$ cat src/rtl/frame_write_sequencer_pkg.sv
// Shared types and helpers for the frame write sequencer: FSM state encoding,
// default bus widths and a flattened-bus slice extractor.
package frame_seq_pkg;

   typedef enum logic [2:0] {
      S_IDLE    = 3'd0,
      S_SETUP   = 3'd1,
      S_LAUNCH  = 3'd2,
      S_WAIT    = 3'd3,
      S_ADVANCE = 3'd4,
      S_DONE    = 3'd5
   } seq_state_t;

   localparam int unsigned DEF_ADDR_W = 19;
   localparam int unsigned DEF_DATA_W = 3;
   localparam int unsigned DEF_CNT_W  = 16;

   // Flattened buses are zero-padded to BUS_MAX before slicing; slices up to SLICE_MAX wide.
   localparam int unsigned BUS_MAX   = 256;
   localparam int unsigned SLICE_MAX = 32;

   function automatic logic [SLICE_MAX-1:0] slice_of(input logic [BUS_MAX-1:0] flat,
                                                     input int unsigned        w,
                                                     input int unsigned        c);
      logic [SLICE_MAX-1:0] r;
      r = '0;
      for (int unsigned i = 0; i < SLICE_MAX; i++) begin
         if (i < w && (w * c + i) < BUS_MAX) r[i] = flat[w * c + i];
      end
      return r;
   endfunction

endpackage

$ cat src/rtl/frame_write_sequencer_if.sv
// Painter-channel handshake/write bus plus the single framebuffer write port.
interface frame_write_sequencer_if import frame_seq_pkg::*; #(
   parameter int unsigned NUM_CH = 2,
   parameter int unsigned ADDR_W = DEF_ADDR_W,
   parameter int unsigned DATA_W = DEF_DATA_W
);
   logic [NUM_CH-1:0]        ch_start;
   logic [NUM_CH-1:0]        ch_finish;
   logic [NUM_CH*ADDR_W-1:0] ch_waddr;
   logic [NUM_CH*DATA_W-1:0] ch_wdata;
   logic [NUM_CH-1:0]        ch_wenable;
   logic [ADDR_W-1:0]        mem_waddr;
   logic [DATA_W-1:0]        mem_wdata;
   logic                     mem_wenable;

   modport master (
      output ch_start, mem_waddr, mem_wdata, mem_wenable,
      input  ch_finish, ch_waddr, ch_wdata, ch_wenable
   );

   modport slave (
      input  ch_start, mem_waddr, mem_wdata, mem_wenable,
      output ch_finish, ch_waddr, ch_wdata, ch_wenable
   );
endinterface

$ cat src/rtl/frame_write_sequencer_port_mux.sv
// Registered NUM_CH-to-1 framebuffer write mux with per-channel colour override;
// the write enable is gated so only the sequenced job's WAIT phase reaches memory.
module fsw_port_mux import frame_seq_pkg::*; #(
   parameter int unsigned NUM_CH = 2,
   parameter int unsigned ADDR_W = DEF_ADDR_W,
   parameter int unsigned DATA_W = DEF_DATA_W,
   parameter int unsigned CH_W   = 3
) (
   input  logic                     clock,
   input  logic                     reset,
   input  logic [CH_W-1:0]          sel,
   input  logic                     write_gate,
   input  logic [NUM_CH*ADDR_W-1:0] ch_waddr,
   input  logic [NUM_CH*DATA_W-1:0] ch_wdata,
   input  logic [NUM_CH-1:0]        ch_wenable,
   input  logic [NUM_CH-1:0]        ch_ovr_en,
   input  logic [NUM_CH*DATA_W-1:0] ch_ovr_data,
   output logic [ADDR_W-1:0]        mem_waddr,
   output logic [DATA_W-1:0]        mem_wdata,
   output logic                     mem_wenable
);
   logic [NUM_CH-1:0] sel_onehot;
   logic [ADDR_W-1:0] waddr_sel;
   logic [DATA_W-1:0] wdata_sel;
   logic [DATA_W-1:0] ovr_sel;
   logic              wen_sel;
   logic              ovr_en_sel;

   always_comb begin
      sel_onehot = NUM_CH'(1) << sel;
      waddr_sel  = ADDR_W'(slice_of(BUS_MAX'(ch_waddr), ADDR_W, 32'(sel)));
      wdata_sel  = DATA_W'(slice_of(BUS_MAX'(ch_wdata), DATA_W, 32'(sel)));
      ovr_sel    = DATA_W'(slice_of(BUS_MAX'(ch_ovr_data), DATA_W, 32'(sel)));
      wen_sel    = |(ch_wenable & sel_onehot);
      ovr_en_sel = |(ch_ovr_en & sel_onehot);
   end

   always_ff @(posedge clock) begin
      if (reset) begin
         mem_waddr   <= '0;
         mem_wdata   <= '0;
         mem_wenable <= 1'b0;
      end else begin
         mem_waddr   <= waddr_sel;
         mem_wdata   <= ovr_en_sel ? ovr_sel : wdata_sel;
         mem_wenable <= wen_sel && write_gate;
      end
   end
endmodule

$ cat src/rtl/frame_write_sequencer.sv
// Framebuffer write sequencer: runs NUM_CH painter channels in order, issuing
// ch_len[c] start/finish jobs each, and muxes the active channel onto memory.
module frame_write_sequencer import frame_seq_pkg::*; #(
   parameter int unsigned NUM_CH = 2,
   parameter int unsigned ADDR_W = DEF_ADDR_W,
   parameter int unsigned DATA_W = DEF_DATA_W,
   parameter int unsigned CNT_W  = DEF_CNT_W,
   parameter int unsigned CH_W   = 3
) (
   input  logic                     clock,
   input  logic                     reset,
   input  logic                     enable,
   input  logic                     continuous,
   input  logic [NUM_CH*CNT_W-1:0]  ch_len,
   input  logic [NUM_CH-1:0]        ch_ovr_en,
   input  logic [NUM_CH*DATA_W-1:0] ch_ovr_data,
   output logic [CH_W-1:0]          active_ch,
   output logic [CNT_W-1:0]         item_index,
   output logic                     busy,
   output logic                     frame_done,
   frame_write_sequencer_if.master  bus
);
   seq_state_t              state;
   logic [NUM_CH*CNT_W-1:0] len_q;
   logic [CNT_W-1:0]        cur_len;
   logic                    fin_sel;
   logic                    last_ch;
   logic                    last_item;

   always_comb begin
      cur_len   = CNT_W'(slice_of(BUS_MAX'(len_q), CNT_W, 32'(active_ch)));
      fin_sel   = |(bus.ch_finish & (NUM_CH'(1) << active_ch));
      last_ch   = (active_ch == CH_W'(NUM_CH - 1));
      last_item = (item_index == cur_len - CNT_W'(1));
   end

   // Outputs are registered alongside the state, so each is set on entry to the state it marks.
   always_ff @(posedge clock) begin
      if (reset) begin
         state        <= S_IDLE;
         len_q        <= '0;
         active_ch    <= '0;
         item_index   <= '0;
         busy         <= 1'b0;
         frame_done   <= 1'b0;
         bus.ch_start <= '0;
      end else begin
         bus.ch_start <= '0;
         frame_done   <= 1'b0;
         unique case (state)
            S_IDLE: begin
               if (enable) begin
                  len_q      <= ch_len;
                  active_ch  <= '0;
                  item_index <= '0;
                  busy       <= 1'b1;
                  state      <= S_SETUP;
               end
            end
            S_SETUP: begin
               if (cur_len == '0) begin
                  if (last_ch) begin
                     frame_done <= 1'b1;
                     state      <= S_DONE;
                  end else begin
                     active_ch <= active_ch + CH_W'(1);
                  end
               end else begin
                  bus.ch_start <= NUM_CH'(1) << active_ch;
                  state        <= S_LAUNCH;
               end
            end
            S_LAUNCH: state <= S_WAIT;
            S_WAIT: begin
               if (fin_sel) state <= S_ADVANCE;
            end
            S_ADVANCE: begin
               if (last_item) begin
                  item_index <= '0;
                  if (last_ch) begin
                     frame_done <= 1'b1;
                     state      <= S_DONE;
                  end else begin
                     active_ch <= active_ch + CH_W'(1);
                     state     <= S_SETUP;
                  end
               end else begin
                  item_index <= item_index + CNT_W'(1);
                  if (enable) begin
                     bus.ch_start <= NUM_CH'(1) << active_ch;
                     state        <= S_LAUNCH;
                  end else begin
                     busy  <= 1'b0;
                     state <= S_IDLE;
                  end
               end
            end
            S_DONE: begin
               if (continuous && enable) begin
                  len_q      <= ch_len;
                  active_ch  <= '0;
                  item_index <= '0;
                  state      <= S_SETUP;
               end else begin
                  busy  <= 1'b0;
                  state <= S_IDLE;
               end
            end
            default: begin
               busy  <= 1'b0;
               state <= S_IDLE;
            end
         endcase
      end
   end

   fsw_port_mux #(
      .NUM_CH (NUM_CH),
      .ADDR_W (ADDR_W),
      .DATA_W (DATA_W),
      .CH_W   (CH_W)
   ) u_port_mux (
      .clock       (clock),
      .reset       (reset),
      .sel         (active_ch),
      .write_gate  (state == S_WAIT),
      .ch_waddr    (bus.ch_waddr),
      .ch_wdata    (bus.ch_wdata),
      .ch_wenable  (bus.ch_wenable),
      .ch_ovr_en   (ch_ovr_en),
      .ch_ovr_data (ch_ovr_data),
      .mem_waddr   (bus.mem_waddr),
      .mem_wdata   (bus.mem_wdata),
      .mem_wenable (bus.mem_wenable)
   );
endmodule
$ cat src/flat_wrapper.sv
// flat-port wrapper written by rule: the top's interface ports become plain ports
module frame_write_sequencer_flat import frame_seq_pkg::*;
#(
   parameter int unsigned NUM_CH = 2,
   parameter int unsigned ADDR_W = DEF_ADDR_W,
   parameter int unsigned DATA_W = DEF_DATA_W,
   parameter int unsigned CNT_W  = DEF_CNT_W,
   parameter int unsigned CH_W   = 3
)
  (clock, reset, enable, continuous, ch_len, ch_ovr_en, ch_ovr_data, active_ch, item_index, busy, frame_done, bus_ch_start, bus_mem_waddr, bus_mem_wdata, bus_mem_wenable, bus_ch_finish, bus_ch_waddr, bus_ch_wdata, bus_ch_wenable);
  frame_write_sequencer_if #(.NUM_CH(NUM_CH), .ADDR_W(ADDR_W), .DATA_W(DATA_W)) bus_i ();
  input  logic clock;
  input  logic reset;
  input  logic enable;
  input  logic continuous;
  input  logic [NUM_CH*CNT_W-1:0] ch_len;
  input  logic [NUM_CH-1:0] ch_ovr_en;
  input  logic [NUM_CH*DATA_W-1:0] ch_ovr_data;
  output logic [CH_W-1:0] active_ch;
  output logic [CNT_W-1:0] item_index;
  output logic busy;
  output logic frame_done;
  output wire logic [$bits(bus_i.ch_start)-1:0] bus_ch_start;
  output wire logic [$bits(bus_i.mem_waddr)-1:0] bus_mem_waddr;
  output wire logic [$bits(bus_i.mem_wdata)-1:0] bus_mem_wdata;
  output wire logic [$bits(bus_i.mem_wenable)-1:0] bus_mem_wenable;
  input wire logic [$bits(bus_i.ch_finish)-1:0] bus_ch_finish;
  input wire logic [$bits(bus_i.ch_waddr)-1:0] bus_ch_waddr;
  input wire logic [$bits(bus_i.ch_wdata)-1:0] bus_ch_wdata;
  input wire logic [$bits(bus_i.ch_wenable)-1:0] bus_ch_wenable;
  assign bus_ch_start = bus_i.ch_start;
  assign bus_mem_waddr = bus_i.mem_waddr;
  assign bus_mem_wdata = bus_i.mem_wdata;
  assign bus_mem_wenable = bus_i.mem_wenable;
  assign bus_i.ch_finish = bus_ch_finish;
  assign bus_i.ch_waddr = bus_ch_waddr;
  assign bus_i.ch_wdata = bus_ch_wdata;
  assign bus_i.ch_wenable = bus_ch_wenable;
  frame_write_sequencer #(.NUM_CH(NUM_CH), .ADDR_W(ADDR_W), .DATA_W(DATA_W), .CNT_W(CNT_W), .CH_W(CH_W)) u_core (.clock(clock), .reset(reset), .enable(enable), .continuous(continuous), .ch_len(ch_len), .ch_ovr_en(ch_ovr_en), .ch_ovr_data(ch_ovr_data), .active_ch(active_ch), .item_index(item_index), .busy(busy), .frame_done(frame_done), .bus(bus_i));
endmodule
$ cat config.mk
export PLATFORM = sky130hd
export DESIGN_NAME = frame_write_sequencer_flat
export DESIGN_NICKNAME = d
export VERILOG_FILES = /design/src/rtl/frame_write_sequencer_pkg.sv /design/src/rtl/frame_write_sequencer_if.sv /design/src/rtl/frame_write_sequencer_port_mux.sv /design/src/rtl/frame_write_sequencer.sv /design/src/flat_wrapper.sv
export SDC_FILE = /design/constraint.sdc
export NUM_CORES = 1
export LEC_CHECK = 0
export ABC_AREA = 1
export BUFFER_PORTS_ARGS = -buffer_cell sky130_fd_sc_hd__buf_2
export CAP_MARGIN = 20
export CORE_MARGIN = 1
export CORE_UTILIZATION = 53
export CTS_CLUSTER_DIAMETER = 30
export CTS_CLUSTER_SIZE = 20
export DETAILED_ROUTE_END_ITERATION = 8
export PLACE_DENSITY = 0.77
export SYNTH_ARGS = -nofsm -noshare
export SYNTH_HDL_FRONTEND = slang
export SYNTH_SLANG_ARGS = --single-unit
$ cat constraint.sdc
create_clock -name clock -period 3.8 [get_ports clock]
set_input_delay 0.57 -clock clock [delete_from_list [all_inputs] [get_ports clock]]
set_output_delay 0.57 -clock clock [all_outputs]
set_load 0.05 [all_outputs]
==> impl_results.md, run 1 <==
* Yosys Warn Count at 0
* Power per standard cell area at 624 nW/um^2
* Number of remaining DRC errors at 0
* Fin Setup TNS at 0 ns
* Synthesized area divided by synthesized cell count at 6.05 sq um
* Die boundary width at 126 um
* Number of setup violations in the final report at 0
* Dpl hpwl at 19.7 mm
* DIE HEIGHT at 126 um
* Total standard cell area after synthesis at 8130 sq um
* Average vias per placed instance at 5.60
* Leakage at 4.51 nW
* Worst Setup End Kind: flop
* Hold violation total from the final report at 0
* Number of H-tree levels at 3
* Highest-delay cell along the critical path: sky130_fd_sc_hd__dfxtp_2
* Reg-to-reg slack, setup at 0.34 ns
* Worst setup path class: flop to flop
* RSZ-0062 raised after global routing: no
* Share of layout cells above drive strength 1 at 16.5%
* Worst min-delay path class: flop to flop
* Number of enable flip-flop cells after synthesis at 0
* PortBufs at 137
* Synthesized Nets at 1,466
* Cell count of the worst reg-to-reg path at 14
* Clock tree from TritonCTS: done
* Drt pass-1 iters at 5
* Status: complete, no violations
* Final min period at 3.46 ns
* Element type at the critical path start: flop
* Max Clock Freq at 289 MHz
* Reg-to-Reg End: u_core.u_port_mux.mem_waddr[9]$_SDFF_PP0_
* CTS clock-pin slew for the worst setup and hold paths at 0.06 ns
* Number of violations of the max-capacitance limit at 0
* Synth Register Bits at 81
* Number of nets with antenna violations after detailed routing at 0
* Sequential cell area fraction in the yosys report at 19.9%
* Core region area at 14,800 sq um
* Final core utilization at 62.3%
* Worst-case clock buffer depth at 2
* Worst Path Required at 4.09 ns
* GRT Resource Usage Total at 32.9%
* Count of inserted antenna diode cells at 0
* Endpoint, Worst Hold: u_core.len_q[20]$_SDFFE_PP0P_
* NumNets Final at 1,579
* Final clock period utilization by the worst path at 91.1%
* R2R Path Start: u_core.active_ch[1]$_SDFFE_PP0P_
* Worst slew margin relative to its limit at 52.3%
* Total via count in the routed design at 9,205
* Root buffer cell: sky130_fd_sc_hd__clkbuf_16
* Origin of the worst min-delay path: u_core.len_q[20]$_SDFFE_PP0P_
* WL/cell at 15.5 um
* Total routed wirelength at 25.5 mm
* Aggregate global routing overflow at 0
* Effective utilization at floorplan at 55.1%
* Leading cell types in the layout, fill and taps excluded: sky130_fd_sc_hd__nand2_1 (334), sky130_fd_sc_hd__o21ai_0 (186), sky130_fd_sc_hd__inv_1 (171)
* Sinks on the clock net at 81
* Max Transition Viols Final at 0
* Post-Route Skew at 0.00676 ns
* Family of cells with the greatest summed delay on the critical path: adder cells
* Number of cell rows at 44
* Maximum number of pins on one net before global-route repair at 48
* Proportion of register bits with asynchronous set or reset after synthesis at 0%
* Distinct cells, synth at 62
* Number of antenna violations at the first check in global routing at 0
* Total I/O pin count at 138
* Mapped Cells at 1,343
* Bufs and invs on worst path at 4
* Most frequent standard cell in the layout excluding fill and tap cells: sky130_fd_sc_hd__nand2_1
* Number of buffers created by CTS at 9
* Post-CTS setup buffers at 0
* Actual slew at the worst max-slew pin at 0.714 ns
* Number of global-route vias before repair at 8,494
* Maximum vdd drop at 367 uV
* Worst-skew pair later-pin latency at 0.35 ns
* Largest stage delay on the critical path at 0.49 ns
* Floorplan die area at 15,800 sq um
* Critical Path, Cell by Cell: inv_2 > ha_1 > inv_1 > ha_1 > ha_1 > inv_1 > ha_1 > nand2_1 > o21ai_0 > xor2_1 > a41oi_1 > nor4_1 > o21ai_0 > inv_1
* Global-route wire length before repair at 41.5 mm
* Routability Congestion at 1.02
* Worst endpoint data arrival time at 3.75 ns
* CP Max Fanout at 13
* Cell mode on critical path: sky130_fd_sc_hd__ha_1
* Area delta synth->final at 13.1%
* Most common flop cell mapped by yosys: sky130_fd_sc_hd__dfxtp_1
* Worst Hold Depth at 2
* Iteration-0 DRC count of the detailed router at 815
[cell usage after synthesis, drive strengths merged (2+ instances only)]
master,instances,area [sq um]
a2111oi,3,32.5
a211oi,9,72.6
a21oi,88,459
a221oi,2,17.5
a22oi,2,15.0
a31oi,12,75.1
a41oi,3,26.3
buf,25,193
clkbuf,34,128
clkinv,3,11.3
dfxtp,81,1620
fa,3,60.1
ha,28,350
inv,177,669
mux2i,15,150
nand2,347,1360
nand3,73,413
nand4,16,100
nor2,110,497
nor3,16,80.1
nor4,5,37.5
o2111ai,6,52.6
o211ai,10,75.1
o21a,5,37.5
o21ai,191,960
o21bai,2,15.0
o221ai,3,26.3
o22ai,3,18.8
o31ai,7,52.6
or2,10,62.6
or3,2,12.5
xnor2,8,70.1
xor2,36,315
[metal layers]
layer | up-vias | track usage, % | part of all wire (%)
met5 | - | 0 | 0
met4 | 0 | 14.7 | 4.1
met3 | 73 | 5.10 | 8.0
met2 | 404 | 58.0 | 48
met1 | 4090 | 39.5 | 40
li1 | 4638 | - | -
[where the power goes]
group          total [mW]  internal [mW]  switching (mW)
Clock               0.824          0.445           0.380
Sequential           1.14           1.04           0.104
Combinational        3.77           1.14            2.63
Total                5.74           2.62            3.12
[through the flow]
stage	instance area, sq um	std cells	hold WS, ns	setup slack [ns]	power, mW
6_report	9200	1645	0.452	0.338	5.74
5_1_grt	9200	1645	0.473	0.0781	6.23
4_1_cts	9200	1645	0.455	0.359	5.70
3_5_place_dp	8930	1629	0.446	0.393	4.85
3_3_place_gp	8930	1629	0.437	0.466	4.81
2_1_floorplan	8140	1343	0.429	0.00217	4.02
[area by class of cell]
| class | count | area [sq um] |
|---|---|---|
| repair buffers | 161 | 866 |
| fillers | 1443 | 5560 |
| flip-flops and latches | 81 | 1630 |
| multi-input cells | 1023 | 5520 |
| well taps | 184 | 230 |
| clock buffers | 10 | 229 |
| clock inverters | 6 | 41.3 |
| inverters | 180 | 681 |
[worst min-delay path: stages (launching register included)]
cell	delay (ns)
sky130_fd_sc_hd__dfxtp_1	0.30
sky130_fd_sc_hd__inv_1	0.06
sky130_fd_sc_hd__a21oi_1	0.05
[how the worst max path moves through the flow]
stage	endpoint	slack, ns	start	depth (start not counted)
floorplan	u_core.u_port_mux.mem_waddr[7]$_SDFF_PP0_	0.002	u_core.active_ch[0]$_SDFFE_PP0P_	19
global placement	u_core.u_port_mux.mem_waddr[2]$_SDFF_PP0_	0.47	u_core.active_ch[1]$_SDFFE_PP0P_	18
detailed placement	u_core.u_port_mux.mem_waddr[2]$_SDFF_PP0_	0.39	u_core.active_ch[1]$_SDFFE_PP0P_	18
CTS	u_core.u_port_mux.mem_waddr[2]$_SDFF_PP0_	0.36	u_core.active_ch[1]$_SDFFE_PP0P_	18
global route	u_core.u_port_mux.mem_waddr[15]$_SDFF_PP0_	0.08	u_core.active_ch[1]$_SDFFE_PP0P_	15
finish	u_core.u_port_mux.mem_waddr[9]$_SDFF_PP0_	0.34	u_core.active_ch[1]$_SDFFE_PP0P_	14
[cells by family after synthesis]
logic type | count (synthesis) | synth area share [%]
AO/OA/AOI/OAI | 351 | 24.4
XOR/XNOR | 44 | 4.74
adder cells (fa/ha/maj) | 31 | 5.05
buffers and inverters | 239 | 12.3
flip-flops | 81 | 19.9
multiplexers | 15 | 1.85
AND/OR/NAND/NOR | 582 | 31.7
[flip-flops by register name, summed over array words and instances, names as in the netlist]
| register | count |
|---|---|
| u_core.u_port_mux.mem_waddr | 19 |
| u_core.item_index | 16 |
| u_core.bus.ch_start | 2 |
| u_core.u_port_mux.mem_wenable | 1 |
| u_core.u_port_mux.mem_wdata | 3 |
| u_core.active_ch | 3 |
| u_core.state | 3 |
| u_core.busy | 1 |
| u_core.len_q | 32 |
| u_core.frame_done | 1 |
[what timing repair did]
| action | in CTS | in global routing |
|---|---|---|
| endpoints found under the setup margin | 0 | 1 |
| gates resized for setup | 0 | 1 |
| hold buffers | 0 | 0 |
No activity file was read; power rests on OpenSTA's default activity.
==> run 2: changes to the inputs <==
--- a/config.mk
+++ b/config.mk
@@ -9,11 +9,12 @@
 export BUFFER_PORTS_ARGS = -buffer_cell sky130_fd_sc_hd__buf_2
 export CAP_MARGIN = 20
 export CORE_MARGIN = 1
-export CORE_UTILIZATION = 53
+export CORE_UTILIZATION = 45
 export CTS_CLUSTER_DIAMETER = 30
 export CTS_CLUSTER_SIZE = 20
 export DETAILED_ROUTE_END_ITERATION = 8
-export PLACE_DENSITY = 0.77
+export PLACE_DENSITY = 0.67
 export SYNTH_ARGS = -nofsm -noshare
 export SYNTH_HDL_FRONTEND = slang
+export SYNTH_HIERARCHICAL = 1
 export SYNTH_SLANG_ARGS = --single-unit
==> constraint.sdc (replaced) <==
create_clock -name clock -period 3.8 [get_ports clock]
set_input_delay 0.19 -clock clock [delete_from_list [all_inputs] [get_ports clock]]
set_output_delay 0.19 -clock clock [all_outputs]
set_load 0.05 [all_outputs]
==> run 2 against run 1 <==
Effect of this change: the flow now finishes with violations (DRC); clock power grew 24%; cell count increased by 11%; die area increased by 21%; highest routed layer unchanged.
==> impl_results.md, run 2 <==
* Drt pass-1 iters at 8 (+3)
* Leading cell types by total area after synthesis: sky130_fd_sc_hd__nand2_1 (22%), sky130_fd_sc_hd__dfxtp_1 (19%), sky130_fd_sc_hd__nand3_1 (14%)
* Iteration-0 DRC count of the detailed router at 927 (+14%)
* Effective utilization at floorplan at 46.2% (-8.9 points)
* Number of global-route vias before repair at 8,887 (+4.6%)
* Largest registers: u_core/len_q: 32 flops, u_core/u_port_mux/mem_waddr: 19 flops, u_core/item_index: 16 flops
* Distinct cells, synth at 47 (-24%)
* Status: finished with violations
* Reg-to-reg slack, setup at 0.56 ns (+0.22 ns)
* Floorplan die area at 19,100 sq um (+21%)
* Number of placed instances with taps included at 1,809 (+11%)
* Dpl hpwl at 23.3 mm (+18%)
* Number of setup violations in the final report at 0 (unchanged)
* Cell count of the worst reg-to-reg path at 15 (+1)
* Number of violations of the max-capacitance limit at 0 (unchanged)
* Launch point of the worst path: u_core/active_ch[1]$_SDFFE_PP0P_
* Worst min-delay path class: input pin to flop
* Maximum vdd drop at 337 uV (-8.4%)
* Number of enable flip-flop cells after synthesis at 0 (unchanged)
* RSZ-0062 raised after global routing: no
* Routability Congestion at 1.02 (+0.61%)
* Synthesized area divided by synthesized cell count at 5.64 sq um (-6.8%)
* Synth Register Bits at 81 (unchanged)
* Worst-case clock buffer depth at 2 (unchanged)
* Worst Hold Depth at 3 (+1)
* Proportion of register bits with asynchronous set or reset after synthesis at 0% (unchanged)
* Total standard cell area after synthesis at 8360 sq um (+2.9%)
* Cell area reported after detailed placement at 9150 sq um (+2.5%)
* Worst Setup End Kind: flop
* Flip-flop count of the largest register, all copies and words added at 32 (unchanged)
* Maximum number of pins on one net before global-route repair at 67 (+40%)
* Number of cell rows at 49 (+11%)
* Average vias per placed instance at 5.40 (-3.5%)
* Worst setup path class: flop to flop
* Worst Path Required at 4.06 ns (-0.03 ns)
* Global-route wire length before repair at 46.7 mm (+13%)
* Number of remaining DRC errors at 18 (+18)
* Post-synthesis cell type with the largest combined area: sky130_fd_sc_hd__nand2_1
* Most repeated cell in the gate-level netlist after synthesis: sky130_fd_sc_hd__nand2_1
* Most used standard cells in the synthesized netlist: sky130_fd_sc_hd__nand2_1 (491), sky130_fd_sc_hd__nand3_1 (233), sky130_fd_sc_hd__inv_1 (139)
* Violated checks: DRC
* Crit path setup slack, layout at 0.562 ns (+0.224 ns)
* Final clock period utilization by the worst path at 85.2% (-5.9 points)
* R2R Path Start: u_core/active_ch[1]$_SDFFE_PP0P_
* Max Clock Freq at 309 MHz (+6.9%)
* Number of nets with antenna violations after detailed routing at 0 (unchanged)
* Leakage at 5.02 nW (+11%)
* Share of layout cells above drive strength 1 at 14.2% (-2.3 points)
* DIE HEIGHT at 138 um (+9.9%)
* Origin of the worst min-delay path: ch_len[15]
* Biggest register: u_core/len_q
* Reg-to-Reg End: u_core/u_port_mux/mem_waddr[11]$_SDFF_PP0_
* Final cell count without fillers at 1,825 (+11%)
* Element type at the critical path start: flop
* Root buffer cell: sky130_fd_sc_hd__clkbuf_16
* Sinks on the clock net at 81 (unchanged)
* Number of H-tree levels at 3 (unchanged)
* GRT Resource Usage Total at 30.9% (-2.0 points)
* Leading cell types in the layout, fill and taps excluded: sky130_fd_sc_hd__nand2_1 (491), sky130_fd_sc_hd__nand3_1 (233), sky130_fd_sc_hd__inv_1 (139)
* Actual slew at the worst max-slew pin at 1.04 ns (+0.328 ns)
* Number of buffers added to fix hold violations after cts at 0 (unchanged)
* Yosys Warn Count at 6 (+6)
* Total routed wirelength at 29.8 mm (+17%)
* Post-Route Skew at 0.0122 ns (+0.00546 ns)
* Total via count in the routed design at 9,853 (+7.0%)
* Number of antenna violations at the first check in global routing at 0 (unchanged)
* Total I/O pin count at 138 (unchanged)
* Hold violation total from the final report at 0 (unchanged)
* Power per standard cell area at 659 nW/um^2 (+5.6%)
* NumNets Final at 1,712 (+8.4%)
* Number of buffers created by CTS at 9 (unchanged)
* Synthesized Nets at 1,603 (+9.3%)
* Die boundary width at 138 um (+9.9%)
* Core region area at 18,100 sq um (+23%)
* Final min period at 3.24 ns (-0.224 ns)
* Sequential cell area fraction in the yosys report at 19.4% (-0.56 points)
* Area share of the leading cell type in the synthesized netlist at 22.0% (+2.1 points)
* Layout Cell Area excl Fill at 9480 sq um (+3.0%)
* CP Max Fanout at 12 (-1)
* Aggregate global routing overflow at 0 (unchanged)
* Fin Setup TNS at 0 ns (unchanged)
* Endpoint, Worst Hold: u_core/len_q[15]$_SDFFE_PP0P_
* Count of inserted antenna diode cells at 0 (unchanged)
* Worst-skew pair later-pin latency at 0.36 ns (about the same)
* Mapped Cells at 1,482 (+10%)
* Clock tree from TritonCTS: done
* Post-CTS setup buffers at 0 (unchanged)
* Area delta synth->final at 13.3%
* CTS clock-pin slew for the worst setup and hold paths at 0.07 ns (about the same)
* Worst slew margin relative to its limit at 30.4% (-22 points)
* Max Transition Viols Final at 0 (unchanged)
* CTS resizes at 0 (unchanged)
* PortBufs at 137 (unchanged)
* Most frequent standard cell in the layout excluding fill and tap cells: sky130_fd_sc_hd__nand2_1
* Most common flop cell mapped by yosys: sky130_fd_sc_hd__dfxtp_1
* Worst Setup Slack post-DPL at 0.652 ns (+0.259 ns)
* WL/cell at 16.3 um (+5.1%)
* Worst endpoint data arrival time at 3.49 ns (-0.26 ns)
run 2: changes by cell type in the layout (fill, tap and decap cells not counted), moves of 7 or more:
cell / previous run / this run
sky130_fd_sc_hd__a211oi_1: 8 / 1
sky130_fd_sc_hd__a21oi_1: 85 / 71
sky130_fd_sc_hd__a31oi_1: 12 / 0
sky130_fd_sc_hd__inv_1: 171 / 139
sky130_fd_sc_hd__mux2i_1: 15 / 0
sky130_fd_sc_hd__nand2_1: 334 / 491
sky130_fd_sc_hd__nand3_1: 65 / 233
sky130_fd_sc_hd__nand3b_1: 1 / 13
sky130_fd_sc_hd__nand4_1: 16 / 25
sky130_fd_sc_hd__nor2_1: 91 / 138
sky130_fd_sc_hd__nor2_2: 12 / 5
sky130_fd_sc_hd__o211ai_1: 10 / 3
sky130_fd_sc_hd__o21ai_0: 186 / 66
sky130_fd_sc_hd__xor2_1: 35 / 27
run 2: layer usage:
metal	up-vias	track usage (%)	share of wire [%]
met4	0	14.4	4.3
met5	-	0	0
met1	4379	40.8	44
met2	387	50.0	45
met3	77	4.23	6.7
li1	5010	-	-
run 2: power by group:
| group | leakage, nW | internal, mW | total, mW | switching (mW) |
|---|---|---|---|---|
| logic | 4.19 | 1.19 | 4.13 | 2.94 |
| clock network | 0.163 | 0.590 | 1.02 | 0.427 |
| registers | 0.668 | 1.04 | 1.10 | 0.0671 |
| total | 5.02 | 2.81 | 6.25 | 3.43 |
run 2: stage by stage:
stage          total power, mW  hold slack (ns)  utilization (%)
3_3_place_gp              5.17            0.426             50.6
6_report                  6.25           0.0839             52.4
3_5_place_dp              5.17            0.443             50.6
5_1_grt                   6.77           0.0875             52.4
4_1_cts                   6.21           0.0634             52.4
2_1_floorplan             4.23            0.325                -
run 2: cell type report:
| class | count | area [sq um] |
|---|---|---|
| multi-input cells | 1188 | 5810 |
| flip-flops and latches | 81 | 1630 |
| repair buffers | 158 | 843 |
| well taps | 229 | 287 |
| fillers | 1908 | 8610 |
| clock inverters | 7 | 106 |
| clock buffers | 9 | 225 |
| inverters | 153 | 577 |
run 2: worst max-delay path, stage by stage (launching register included):
cell                      delay (ns)
sky130_fd_sc_hd__dfxtp_2        0.44
sky130_fd_sc_hd__ha_1           0.26
sky130_fd_sc_hd__inv_1          0.11
sky130_fd_sc_hd__fa_1           0.52
sky130_fd_sc_hd__inv_1          0.10
sky130_fd_sc_hd__buf_4          0.20
sky130_fd_sc_hd__ha_1           0.21
sky130_fd_sc_hd__nand2_1        0.08
sky130_fd_sc_hd__inv_1          0.07
sky130_fd_sc_hd__o21ai_0        0.37
sky130_fd_sc_hd__nand2_1        0.27
sky130_fd_sc_hd__inv_1          0.16
sky130_fd_sc_hd__nand3_1        0.09
sky130_fd_sc_hd__nand3_1        0.09
sky130_fd_sc_hd__nor2b_1        0.13
sky130_fd_sc_hd__nor2_1         0.05
run 2: worst max-delay path by stage:
stage	endpoint	cells past startpoint
floorplan	u_core/u_port_mux/mem_waddr[10]$_SDFF_PP0_	16
global placement	u_core/u_port_mux/mem_waddr[15]$_SDFF_PP0_	13
detailed placement	u_core/u_port_mux/mem_waddr[11]$_SDFF_PP0_	15
CTS	u_core/u_port_mux/mem_waddr[11]$_SDFF_PP0_	15
global route	u_core/u_port_mux/mem_waddr[11]$_SDFF_PP0_	15
finish	u_core/u_port_mux/mem_waddr[11]$_SDFF_PP0_	15
run 2: cell families after synthesis:
| logic type | count (synthesis) | synth area share [%] |
|---|---|---|
| and+or+nand+nor | 959 | 50.3 |
| adders and majority gates | 29 | 4.61 |
| xor gates and xnor gates | 36 | 4.28 |
| buffers and inverters | 213 | 11.1 |
| DFF | 81 | 19.4 |
| AOI/OAI and AO/OA | 164 | 10.4 |
==> run 3: changes to the inputs <==
--- a/config.mk
+++ b/config.mk
@@ -6,14 +6,15 @@
 export NUM_CORES = 1
 export LEC_CHECK = 0
 export ABC_AREA = 1
-export BUFFER_PORTS_ARGS = -buffer_cell sky130_fd_sc_hd__buf_2
 export CAP_MARGIN = 20
 export CORE_MARGIN = 1
 export CORE_UTILIZATION = 45
 export CTS_CLUSTER_DIAMETER = 30
 export CTS_CLUSTER_SIZE = 20
 export DETAILED_ROUTE_END_ITERATION = 8
-export PLACE_DENSITY = 0.67
+export DONT_BUFFER_PORTS = 1
+export PLACE_DENSITY = 0.6
+export REMOVE_ABC_BUFFERS = 1
 export SYNTH_ARGS = -nofsm -noshare
 export SYNTH_HDL_FRONTEND = slang
 export SYNTH_HIERARCHICAL = 1
==> run 3 against run 2 <==
Effect of this change: the run still ends with DRC left; first-iteration DRC count is 15% lower; sequential power is 38% higher; non-clock buffer count is 132 lower; global-route usage is 0.091 points lower; fmax is 2.5% lower; flip-flop and latch count stayed put; cell area is 7.3% lower; critical path type unchanged; core utilization is 3.8 points lower; setup slack worse by 0.084 ns; highest routed layer unchanged; die area stayed put.
==> impl_results.md, run 3 (synthesis results as in run 2) <==
* Sinks on the clock net at 81 (unchanged)
* Number of global-route vias before repair at 8,748 (-1.6%)
* Number of violations of the max-capacitance limit at 0 (unchanged)
* Reg-to-reg slack, setup at 0.48 ns (-0.08 ns)
* Number of buffers created by CTS at 9 (unchanged)
* Cell area reported after detailed placement at 8470 sq um (-7.3%)
* Core region area at 18,100 sq um (unchanged)
* Number of cell rows at 49 (unchanged)
* Element type at the critical path start: flop
* Leakage at 4.42 nW (-12%)
* CTS clock-pin slew for the worst setup and hold paths at 0.06 ns (about the same)
* Drt pass-1 iters at 7 (-1)
* DIE HEIGHT at 138 um (unchanged)
* Biggest register: u_core/len_q
* Hold violation total from the final report at 0 (unchanged)
* Total via count in the routed design at 9,446 (-4.1%)
* Worst-case clock buffer depth at 2 (unchanged)
* Layout Cell Area excl Fill at 8780 sq um (-7.3%)
* Power after layout at 5.97 mW (-4.4%)
* Fill cell count at 1,998 (+4.7%)
* Power per standard cell area at 680 nW/um^2 (+3.1%)
* Post-CTS setup buffers at 0 (unchanged)
* Number of H-tree levels at 3 (unchanged)
* Worst endpoint data arrival time at 3.59 ns (+0.10 ns)
* Number of placed instances with taps included at 1,674 (-7.5%)
* Iteration-0 DRC count of the detailed router at 787 (-15%)
* Clock tree from TritonCTS: done
* Final cell count without fillers at 1,693 (-7.2%)
* Worst Setup End Kind: flop
* Max Clock Freq at 301 MHz (-2.5%)
* CTS resizes at 0 (unchanged)
* Worst min-delay path class: input pin to flop
* Aggregate global routing overflow at 0 (unchanged)
* Worst Path Required at 4.07 ns (about the same)
* Worst-skew pair later-pin latency at 0.35 ns (about the same)
* Routability Congestion at 1.01 (-1.4%)
* Share of layout cells above drive strength 1 at 6.08% (-8.1 points)
* Number of antenna violations at the first check in global routing at 0 (unchanged)
* Actual slew at the worst max-slew pin at 0.999 ns (-0.0437 ns)
* Count of inserted antenna diode cells at 0 (unchanged)
* Total routed wirelength at 29.6 mm (-0.68%)
* CP Max Fanout at 9 (-3)
* Leading cell types in the layout, fill and taps excluded: sky130_fd_sc_hd__nand2_1 (491), sky130_fd_sc_hd__nand3_1 (233), sky130_fd_sc_hd__inv_1 (139)
* NumNets Final at 1,580 (-7.7%)
* Post-Route Skew at 0.0105 ns (-0.00172 ns)
* Flip-flop count of the largest register, all copies and words added at 32 (unchanged)
* Die boundary width at 138 um (unchanged)
* Maximum number of pins on one net before global-route repair at 65 (-3.0%)
* Average vias per placed instance at 5.58 (+3.3%)
* GRT Resource Usage Total at 30.8% (-0.091 points)
* Worst slew margin relative to its limit at 33.3% (+2.9 points)
* Final core utilization at 48.6% (-3.8 points)
* Violated checks: DRC
* PortBufs at 0 (-100%)
* Final min period at 3.32 ns (+0.0844 ns)
* Area delta synth->final at 5.01%
* WL/cell at 17.5 um (+7.1%)
* Maximum vdd drop at 314 uV (-6.9%)
* Floorplan die area at 19,100 sq um (unchanged)
* Effective utilization at floorplan at 46.2% (unchanged)
* Largest registers: u_core/len_q: 32 flops, u_core/u_port_mux/mem_waddr: 19 flops, u_core/item_index: 16 flops
* Total I/O pin count at 138 (unchanged)
* Dpl hpwl at 22.6 mm (-3.0%)
* Status: finished with violations
* Most frequent standard cell in the layout excluding fill and tap cells: sky130_fd_sc_hd__nand2_1
* Number of remaining DRC errors at 18 (unchanged)
* Max Transition Viols Final at 0 (unchanged)
* RSZ-0062 raised after global routing: no
* Global-route wire length before repair at 46.3 mm (-0.94%)
* Worst setup path class: flop to flop
* Final clock period utilization by the worst path at 87.4% (+2.2 points)
* Number of setup violations in the final report at 0 (unchanged)
* Root buffer cell: sky130_fd_sc_hd__clkbuf_16
* Number of nets with antenna violations after detailed routing at 0 (unchanged)
[run 3: final cells by class]
| cell class | instances | area [sq um] | area share, % |
|---|---|---|---|
| clock buffer | 10 | 229 | 2.61 |
| clock inverter | 6 | 48.8 | 0.556 |
| inverter | 153 | 577 | 6.57 |
| multi-input combinational | 1188 | 5810 | 66.2 |
| sequential | 81 | 1630 | 18.5 |
| tap | 229 | 287 | 3.26 |
| timing repair buffer | 26 | 203 | 2.31 |
[run 3: final timing paths]
path | start | end | cells after the start
max | u_core/active_ch[1]$_SDFFE_PP0P_ | u_core/u_port_mux/mem_waddr[17]$_SDFF_PP0_ | 13
min | bus_ch_wenable[0] | u_core/u_port_mux/mem_wenable$_SDFF_PP0_ | 2
max reg2reg | u_core/active_ch[1]$_SDFFE_PP0P_ | u_core/u_port_mux/mem_waddr[17]$_SDFF_PP0_ | 13
min reg2reg | u_core/len_q[16]$_SDFFE_PP0P_ | u_core/len_q[16]$_SDFFE_PP0P_ | 2
[run 3: report_power, final]
group,total (mW),internal [mW],switching [mW]
clock,0.842,0.451,0.391
sequential,1.52,1.04,0.478
combinational,3.61,1.09,2.52
total,5.97,2.58,3.39
[run 3: worst max-delay path, cell delays in order, from the launching register on]
cell	delay (ns)
sky130_fd_sc_hd__dfxtp_1	0.44
sky130_fd_sc_hd__ha_1	0.26
sky130_fd_sc_hd__inv_1	0.11
sky130_fd_sc_hd__fa_1	0.46
sky130_fd_sc_hd__inv_1	0.21
sky130_fd_sc_hd__ha_1	0.46
sky130_fd_sc_hd__nand2_1	0.19
sky130_fd_sc_hd__inv_1	0.16
sky130_fd_sc_hd__nand2_1	0.08
sky130_fd_sc_hd__nand2_1	0.16
sky130_fd_sc_hd__inv_1	0.13
sky130_fd_sc_hd__a21oi_1	0.28
sky130_fd_sc_hd__nand3b_1	0.12
sky130_fd_sc_hd__a21oi_1	0.18
[run 3: timing repair]
item                       4_1_cts  5_1_grt
hold endpoints to repair        10        0
hold buffers                     3        0
setup endpoints to repair        0        0
[run 3: per-layer routing]
| metal | global-route usage [%] | share of wire, % |
|---|---|---|
| met1 | 36.0 | 40 |
| met2 | 54.3 | 49 |
| met3 | 4.81 | 6.3 |
| met4 | 16.2 | 4.9 |
| met5 | 0 | 0 |
[run 3: per-stage QoR]
stage | hold slack [ns] | setup TNS [ns] | setup slack, ns
finish | 0.0154 | 0 | 0.477
global route | 0.0283 | 0 | 0.211
CTS | 0.00915 | 0 | 0.550
detailed placement | 0.265 | 0 | 0.597
global placement | 0.262 | 0 | 0.615
floorplan | 0.259 | -39.87 | -1.84
